### config.mk
export PLATFORM = sky130hd
export DESIGN_NAME = key_debounce_multi
export DESIGN_NICKNAME = d
export VERILOG_FILES = /design/src/rtl/key_pkg.sv /design/src/rtl/key_debounce_ch.sv /design/src/rtl/key_debounce_multi.sv
export SDC_FILE = /design/constraint.sdc
export NUM_CORES = 1
export LEC_CHECK = 0
export BUFFER_PORTS_ARGS = -buffer_cell sky130_fd_sc_hd__buf_4
export CAP_MARGIN = 20
export CELL_PAD_IN_SITES_DETAIL_PLACEMENT = 0
export CELL_PAD_IN_SITES_GLOBAL_PLACEMENT = 2
export CORE_MARGIN = 3
export CORE_UTILIZATION = 36
export DETAILED_ROUTE_END_ITERATION = 16
export GPL_TIMING_DRIVEN = 0
export PLACE_DENSITY_LB_ADDON = 0.1
export SYNTH_ARGS = -nofsm -noshare
export SYNTH_HDL_FRONTEND = slang
export SYNTH_SLANG_ARGS = --single-unit
### constraint.sdc
create_clock -name clk -period 2 [get_ports clk]
set_input_delay 0.1 -clock clk [delete_from_list [all_inputs] [get_ports clk]]
set_output_delay 0.1 -clock clk [all_outputs]
set_load 0.02 [all_outputs]
### src/rtl/key_pkg.sv
// -----------------------------------------------------------------------------
// key_pkg
// Shared constants and helpers for the push-button conditioning blocks.
//   KEY_DEB_40MS_125M : 40 ms debounce window at 125 MHz, in clock cycles
//   KEY_LONG_1S_125M  : 1 s long-press window at 125 MHz, in clock cycles
//   key_cnt_w(n)      : bit width of a counter that must hold values 0..n
// -----------------------------------------------------------------------------
package key_pkg;

  localparam int KEY_DEB_40MS_125M = 5000000;
  localparam int KEY_LONG_1S_125M  = 125000000;

  function automatic int key_cnt_w(input longint n);
    return $clog2(n + 1);
  endfunction

endpackage : key_pkg

### src/rtl/key_debounce_ch.sv
// -----------------------------------------------------------------------------
// key_debounce_ch
// One push-button channel: 2-flop synchroniser, polarity normalisation,
// stability filter, registered press/release pulses and (optionally) a
// long-press pulse.
//
// Optional feature: define KEY_LONG_PRESS_EN to build the hold counter and
// drive key_long; otherwise key_long is tied to 0.
//
// Ports
//   clk         : system clock
//   rst_n       : asynchronous active-low reset
//   kin         : raw asynchronous key pin
//   key_state   : debounced level, 1 = pressed
//   key_press   : one-cycle pulse when a press is accepted
//   key_release : one-cycle pulse when a release is accepted
//   key_long    : one-cycle pulse LONG_CYCLES cycles after key_press
// -----------------------------------------------------------------------------
module key_debounce_ch
  import key_pkg::*;
#(
  parameter int DEBOUNCE_CYCLES = KEY_DEB_40MS_125M,
  parameter bit ACTIVE_LOW      = 1'b1,
  parameter int LONG_CYCLES     = KEY_LONG_1S_125M
) (
  input  logic clk,
  input  logic rst_n,
  input  logic kin,
  output logic key_state,
  output logic key_press,
  output logic key_release,
  output logic key_long
);

  if (DEBOUNCE_CYCLES < 2) begin : g_bad_deb
    $error("key_debounce_ch: DEBOUNCE_CYCLES must be >= 2");
  end
  if (LONG_CYCLES < 1) begin : g_bad_long
    $error("key_debounce_ch: LONG_CYCLES must be >= 1");
  end

  localparam int               CNT_W    = key_cnt_w(DEBOUNCE_CYCLES);
  localparam logic [CNT_W-1:0] DEB_LAST = CNT_W'(DEBOUNCE_CYCLES - 1);
  // Pin level that means "not pressed" for this polarity.
  localparam logic             REL_LVL  = ACTIVE_LOW;

  logic             r_sync1;
  logic             r_sync2;
  logic [CNT_W-1:0] r_cnt;
  logic             r_state;
  logic             r_press;
  logic             r_release;

  logic w_pressed_raw;
  logic w_toggle;

  assign w_pressed_raw = ACTIVE_LOW ? ~r_sync2 : r_sync2;
  // The filtered level flips on this cycle.
  assign w_toggle      = (w_pressed_raw != r_state) && (r_cnt == DEB_LAST);

  // NOTE: sequential state uses non-blocking (<=) so every flop samples the
  // pre-edge values; blocking here would collapse the synchroniser stages.
  always_ff @(posedge clk or negedge rst_n) begin
    if (!rst_n) begin
      // Synchroniser resets to the released pin level so that reset release
      // with the key up never looks like a press.
      r_sync1   <= REL_LVL;
      r_sync2   <= REL_LVL;
      r_cnt     <= '0;
      r_state   <= 1'b0;
      r_press   <= 1'b0;
      r_release <= 1'b0;
    end else begin
      r_sync1   <= kin;
      r_sync2   <= r_sync1;
      r_press   <= 1'b0;
      r_release <= 1'b0;
      if (w_pressed_raw == r_state) begin
        // Any sample agreeing with the accepted level restarts the window.
        r_cnt <= '0;
      end else if (w_toggle) begin
        r_state   <= w_pressed_raw;
        r_cnt     <= '0;
        r_press   <= w_pressed_raw;
        r_release <= ~w_pressed_raw;
      end else begin
        r_cnt <= r_cnt + CNT_W'(1);
      end
    end
  end

  assign key_state   = r_state;
  assign key_press   = r_press;
  assign key_release = r_release;

`ifdef KEY_LONG_PRESS_EN
  localparam int                HOLD_W    = key_cnt_w(LONG_CYCLES);
  localparam logic [HOLD_W-1:0] HOLD_MAX  = HOLD_W'(LONG_CYCLES);
  localparam logic [HOLD_W-1:0] HOLD_LAST = HOLD_W'(LONG_CYCLES - 1);

  logic [HOLD_W-1:0] r_hold;
  logic              r_long;

  // Hold counter is zero during the key_press cycle and saturates at
  // LONG_CYCLES, so the HOLD_LAST match (and hence key_long) happens once
  // per accepted press.
  always_ff @(posedge clk or negedge rst_n) begin
    if (!rst_n) begin
      r_hold <= '0;
      r_long <= 1'b0;
    end else begin
      r_long <= 1'b0;
      if (!r_state || w_toggle) begin
        r_hold <= '0;
      end else begin
        if (r_hold != HOLD_MAX) begin
          r_hold <= r_hold + HOLD_W'(1);
        end
        if (r_hold == HOLD_LAST) begin
          r_long <= 1'b1;
        end
      end
    end
  end

  assign key_long = r_long;
`else
  assign key_long = 1'b0;
`endif

endmodule : key_debounce_ch

### src/rtl/key_debounce_multi.sv
// -----------------------------------------------------------------------------
// key_debounce_multi
// NUM_KEYS independent push-button conditioners; each bit of kin gets its own
// key_debounce_ch with no shared state.
//
// Optional feature: define KEY_LONG_PRESS_EN to enable the long-press pulse;
// without it key_long is constant 0.
//
// Ports
//   clk         : system clock
//   rst_n       : asynchronous active-low reset
//   kin         : [NUM_KEYS] raw asynchronous key pins
//   key_state   : [NUM_KEYS] debounced levels, 1 = pressed
//   key_press   : [NUM_KEYS] one-cycle accepted-press pulses
//   key_release : [NUM_KEYS] one-cycle accepted-release pulses
//   key_long    : [NUM_KEYS] one-cycle long-press pulses
// -----------------------------------------------------------------------------
module key_debounce_multi
  import key_pkg::*;
#(
  parameter int NUM_KEYS        = 4,
  parameter int DEBOUNCE_CYCLES = KEY_DEB_40MS_125M,
  parameter bit ACTIVE_LOW      = 1'b1,
  parameter int LONG_CYCLES     = KEY_LONG_1S_125M
) (
  input  logic                clk,
  input  logic                rst_n,
  input  logic [NUM_KEYS-1:0] kin,
  output logic [NUM_KEYS-1:0] key_state,
  output logic [NUM_KEYS-1:0] key_press,
  output logic [NUM_KEYS-1:0] key_release,
  output logic [NUM_KEYS-1:0] key_long
);

  for (genvar g = 0; g < NUM_KEYS; g++) begin : g_ch
    key_debounce_ch #(
      .DEBOUNCE_CYCLES(DEBOUNCE_CYCLES),
      .ACTIVE_LOW     (ACTIVE_LOW),
      .LONG_CYCLES    (LONG_CYCLES)
    ) u_ch (
      .clk        (clk),
      .rst_n      (rst_n),
      .kin        (kin[g]),
      .key_state  (key_state[g]),
      .key_press  (key_press[g]),
      .key_release(key_release[g]),
      .key_long   (key_long[g])
    );
  end

endmodule : key_debounce_multi

# Word-level counts from Yosys, hierarchy flattened
# Index checks and enable logic that the tools add are counted.
# word_totals
latchBits,0
mem_count,0
elab_cells,80
rom_bits,0
inputBits,6
output_inout_bits,16
ramBits,0
register_bits,112
# classes
reduce_logical,8
magnitude_cmp,0
add_sub_neg,4
multipliers,0
shifts,0
bitwise,8
div,0
n_eq_ne,12
mux,24
# op_table
cell,n
23-bit two-way mux,8
23-bit by 1-bit adder with 23-bit output (second input constant),4
23-bit equality test (second input constant),4
1-bit two-way mux,16
1-bit NOT,8
2-bit AND reduction,4
1-bit equality test,4
1-bit logical AND,4
1-bit inequality test,4

# Longest topological paths before layout
# depth
word_depth,5
mapped_depth,6
mapped_depth_nobuf,5

# Hierarchy
# Synthesis repeated with hierarchy kept, for this count alone.
# hier_totals
cells_unflattened,568
hier_area_um2,5565.3
# by_module_without_submodules
mod,area_each_um2,instances,seq_area_each_um2,cells_each
key_debounce_ch,1391.3,4,703.2,142

# Least setup slack after synthesis
# OpenSTA, ideal clock, no wires.
# synth_path
kind,register -> register
start,register g_ch[2].u_ch.r_cnt[0]
end,register g_ch[2].u_ch.r_cnt[20]
t_arrival_ps,1931
slack_ps,-9
required_time_ps,1922
setup_time_ps,78
n_path_buf,1
path_stages_with_launch,7
synth_period_minus_slack_ps,2009
path_cell_list,dfrtp_1 > ha_1 > nand3_1 > or4_1 > buf_2 > or4_1 > a21oi_1
# synth_between
elab_chain_len,4
word_cells_on_any_way,5
cone_classes,1 x add/sub; 1 x eq/ne; 2 x mux; 1 x reduce/logical
# synth_rtl
element,line,source
from (decl),key_debounce_ch.sv:49,logic [CNT_W-1:0] r_cnt;
from (signal assigned),key_debounce_ch.sv:87,r_cnt <= r_cnt + CNT_W'(1);
branches (longest 2 deep; another with 23-bit by 1-bit adder with 23-bit output),n/a,
23-bit two-way mux *,key_debounce_ch.sv:81,end else if (w_toggle) begin
23-bit two-way mux *,key_debounce_ch.sv:78,if (w_pressed_raw == r_state) begin
# Mark *: on every way between the ends.
# A chain may end at the register's enable or synchronous reset.

# Final worst setup path
# layout_path
start,register g_ch[3].u_ch.r_cnt[0]
end,register g_ch[3].u_ch.r_cnt[20]
# layout_between
elab_chain_len,4
word_cells_on_any_way,5
cone_classes,1 x add/sub; 1 x eq/ne; 2 x mux; 1 x reduce/logical
# layout_rtl
element,line
from (decl),key_debounce_ch.sv:49
from (signal assigned),key_debounce_ch.sv:87
branches (longest 2 deep; another with 23-bit by 1-bit adder with 23-bit output),n/a
23-bit two-way mux *,key_debounce_ch.sv:81
23-bit two-way mux *,key_debounce_ch.sv:78
# Marks and branches as above.

==> flow_metrics.env <==
export IMPL_outcome="finished, final reports clean"
export IMPL_antennaDiodeCount=0
export IMPL_clock_sinks=112
export IMPL_vias=4218
export IMPL_gp_congestion=0.748
export IMPL_cts_buffer_depth=2
export IMPL_instances_no_fill=798
export IMPL_grt_ovfl_total=0
export IMPL_yosysMostFrequentCell="dfrtp_1"
export IMPL_finalSetupViolations=0
export IMPL_power_density_nw_per_um2=661
export IMPL_wl_per_cell_um=14.7
export IMPL_crit_type="flop to flop"
export IMPL_core_um2=14700
export IMPL_synth_top_cell_by_area="dfrtp_1"
export IMPL_fillers=1408
export IMPL_area_delta_synth_final_pct=20.0
export IMPL_p_leak_nw=2.65
export IMPL_synth_cell_types=40
export IMPL_grt_met2_usage_pct=23.6
export IMPL_root_buffer="clkbuf_16"
export IMPL_dp_hpwl_um=7870
export IMPL_fin_setup_tns_ns=0
export IMPL_grt_usage_pct=14.8
export IMPL_critPathLaunchType="flop"
export IMPL_synth_top_area_share_pct=47.6
export IMPL_fin_skew_ns=0.00575
export IMPL_synth_area_um2=5470
export IMPL_vdd_drop_max_uv=424
export IMPL_grt_max_degree=81
export IMPL_final_nets=620
export IMPL_placed_cell_area_um2=5870
export IMPL_drc=0
export IMPL_finalCriticalPeriod_ns=1.94
export IMPL_dieArea_um2=16700
export IMPL_drv_slew=0
export IMPL_rsz0062_at_grt="true"
export IMPL_syn_inst=556
export IMPL_arrival_ns=2.22
export IMPL_synthFlopType="dfrtp_1"
export IMPL_grt_pass1_wl_um=19900
export IMPL_synth_area_top_cells="dfrtp_1, xnor2_1, nor2_1, dfstp_2, xor2_1"
export IMPL_dp_cells=761
export IMPL_synthTopCellsByCount="dfrtp_1, nor2_1, nand3_1"
export IMPL_yosysWarnings=0
export IMPL_pin_count=22
export IMPL_ys_seq_area_share_pct=51.5
export IMPL_async_flop_share_pct=100
export IMPL_cap_viol_max_count=0
export IMPL_grt_busiest_layer="met2"
export IMPL_fin_crit_sh_pct=97.1
export IMPL_hold_viol=0
export IMPL_critPathCaptureType="flop"
export IMPL_cts_tree="yes"
export IMPL_fp_row_count=44
export IMPL_die_height_um=129
export IMPL_insertion_delay_ns=0.35
export IMPL_start_util_pct=37.2
export IMPL_max_freq_mhz=515
export IMPL_min_path_type="input pin to asynchronous set/reset pin"
export IMPL_synth_edf_count=0
export IMPL_globalRouteMet3Util_pct=4.16
export IMPL_drt_iter0_markers=272
export IMPL_wl_um=11800
export IMPL_worst_path_max_fanout=10
export IMPL_die_width_um=129
export IMPL_design_area_um2=6560
export IMPL_worstPathRequired_ns=2.28
export IMPL_grt_pass1_vias=4077
export IMPL_cts_buffers=9
export IMPL_antenna_left=0
export IMPL_synth_seq_cells=112
export IMPL_detail_route_vias_per_cell=5.29
export IMPL_io_buffer_count=17
export IMPL_power_total_mw=4.34
export IMPL_antenna_found_initial=0
export IMPL_syn_avg_cell_area_um2=9.83
export IMPL_h_tree_depth=3
export IMPL_first_pass_iters=4
export IMPL_path_clk_slew_ns=0.07
export IMPL_use_met1_pct=20.1
export IMPL_drive_gt1_share_pct=20.4
critical path, cell delays in order, from the launching register on:
cell and delay [ns]:
dfrtp_1 0.39, ha_2 0.23, nand4_1 0.17, or2_1 0.26
buf_2 0.19, or4_1 0.48, a21oi_1 0.14
path summary, 6_finish.rpt:
kind	end	slack, ns	start	cells after the start
setup / recovery	g_ch[3].u_ch.r_cnt[20]	0.06	g_ch[3].u_ch.r_cnt[0]	6
hold / removal	g_ch[1].u_ch.r_cnt[21]	0.20	rst_n	2
setup reg to reg	g_ch[3].u_ch.r_cnt[20]	0.06	g_ch[3].u_ch.r_cnt[0]	6
hold reg to reg	g_ch[3].u_ch.r_sync2	0.36	g_ch[3].u_ch.r_sync1	0
max in group asynchronous	g_ch[3].u_ch.r_sync2	1.07	rst_n	3
min in group clk	g_ch[3].u_ch.r_sync2	0.36	g_ch[3].u_ch.r_sync1	0
area by class of cell:
cell class,count,area [um2],share of cell area (%)
buffer,29,208,3.17
timing repair buffer,45,374,5.70
sequential,112,2830,43.1
multi-input combinational,395,2570,39.1
clock buffer,11,243,3.70
tap,184,230,3.51
clock inverter,4,45.0,0.687
inverter,18,67.6,1.03
repair_timing:
item,in CTS,in global routing
hold buffers,5,0
setup buffers,10,12
pin swaps,7,9
hold endpoints to repair,36,0
gates resized for setup,28,38
endpoints found under the setup margin,84,77
placed cells by master, fill, tap and decap left out, types with 8 or more instances in the layout:
master,instances
a21oi_1,32
and3_1,9
and4_1,9
buf_4,58
clkbuf_16,9
dfrtp_1,93
dfrtp_2,11
dfstp_2,8
inv_1,18
nand2_1,30
nand3_1,33
nand4_1,21
nor2_1,64
nor3_1,13
nor4_1,12
o21ai_0,18
o31ai_1,15
or3_1,18
or4_1,16
xnor2_1,30
xor2_1,24
cell families (layout without fill, tap and decap cells):
family / count (synthesis) / in the layout / synth area share, %
other: 1 / 4 / 0.0686
multiplexers: 3 / 3 / 0.549
XOR/XNOR: 54 / 54 / 8.65
adder cells (fa/ha/maj): 4 / 4 / 0.916
buffers and inverters: 52 / 107 / 4.72
flip-flops: 112 / 112 / 51.5
AND/OR/NAND/NOR: 257 / 257 / 25.9
AO/OA/AOI/OAI: 73 / 73 / 7.76
layer usage:
| layer | wire length (um) | vias to the layer above |
|---|---|---|
| met5 | 0 | - |
| met4 | 102 | 0 |
| met3 | 422 | 9 |
| met2 | 5540 | 63 |
| met1 | 5700 | 2069 |
| li1 | - | 2077 |
registers in the layout, summed over array words and instances, names as in the netlist:
signal and flops:
g_ch.u_ch.r_sync2 4, g_ch.u_ch.r_cnt 92, g_ch.u_ch.r_sync1 4, g_ch.u_ch.key_press 4, g_ch.u_ch.key_state 4, g_ch.u_ch.key_release 4
metrics by stage:
step	util, %	worst slack [ns]	hold slack (ns)
detailed placement	39.9	-0.427	0.00941
global placement	39.7	-0.367	0.208
CTS	43.4	0.00503	0.198
global route	44.6	-0.0144	0.234
finish	44.6	0.0576	0.199
floorplan	-	0.0229	-0.196
where the power goes:
| part | total [mW] | internal, mW | switching, mW | leakage [nW] |
|---|---|---|---|---|
| sequential | 2.33 | 2.30 | 0.0337 | 1.51 |
| clock | 1.80 | 0.994 | 0.804 | 0.145 |
| combinational | 0.208 | 0.0876 | 0.121 | 0.997 |
No activity file was read; power rests on OpenSTA's default activity.
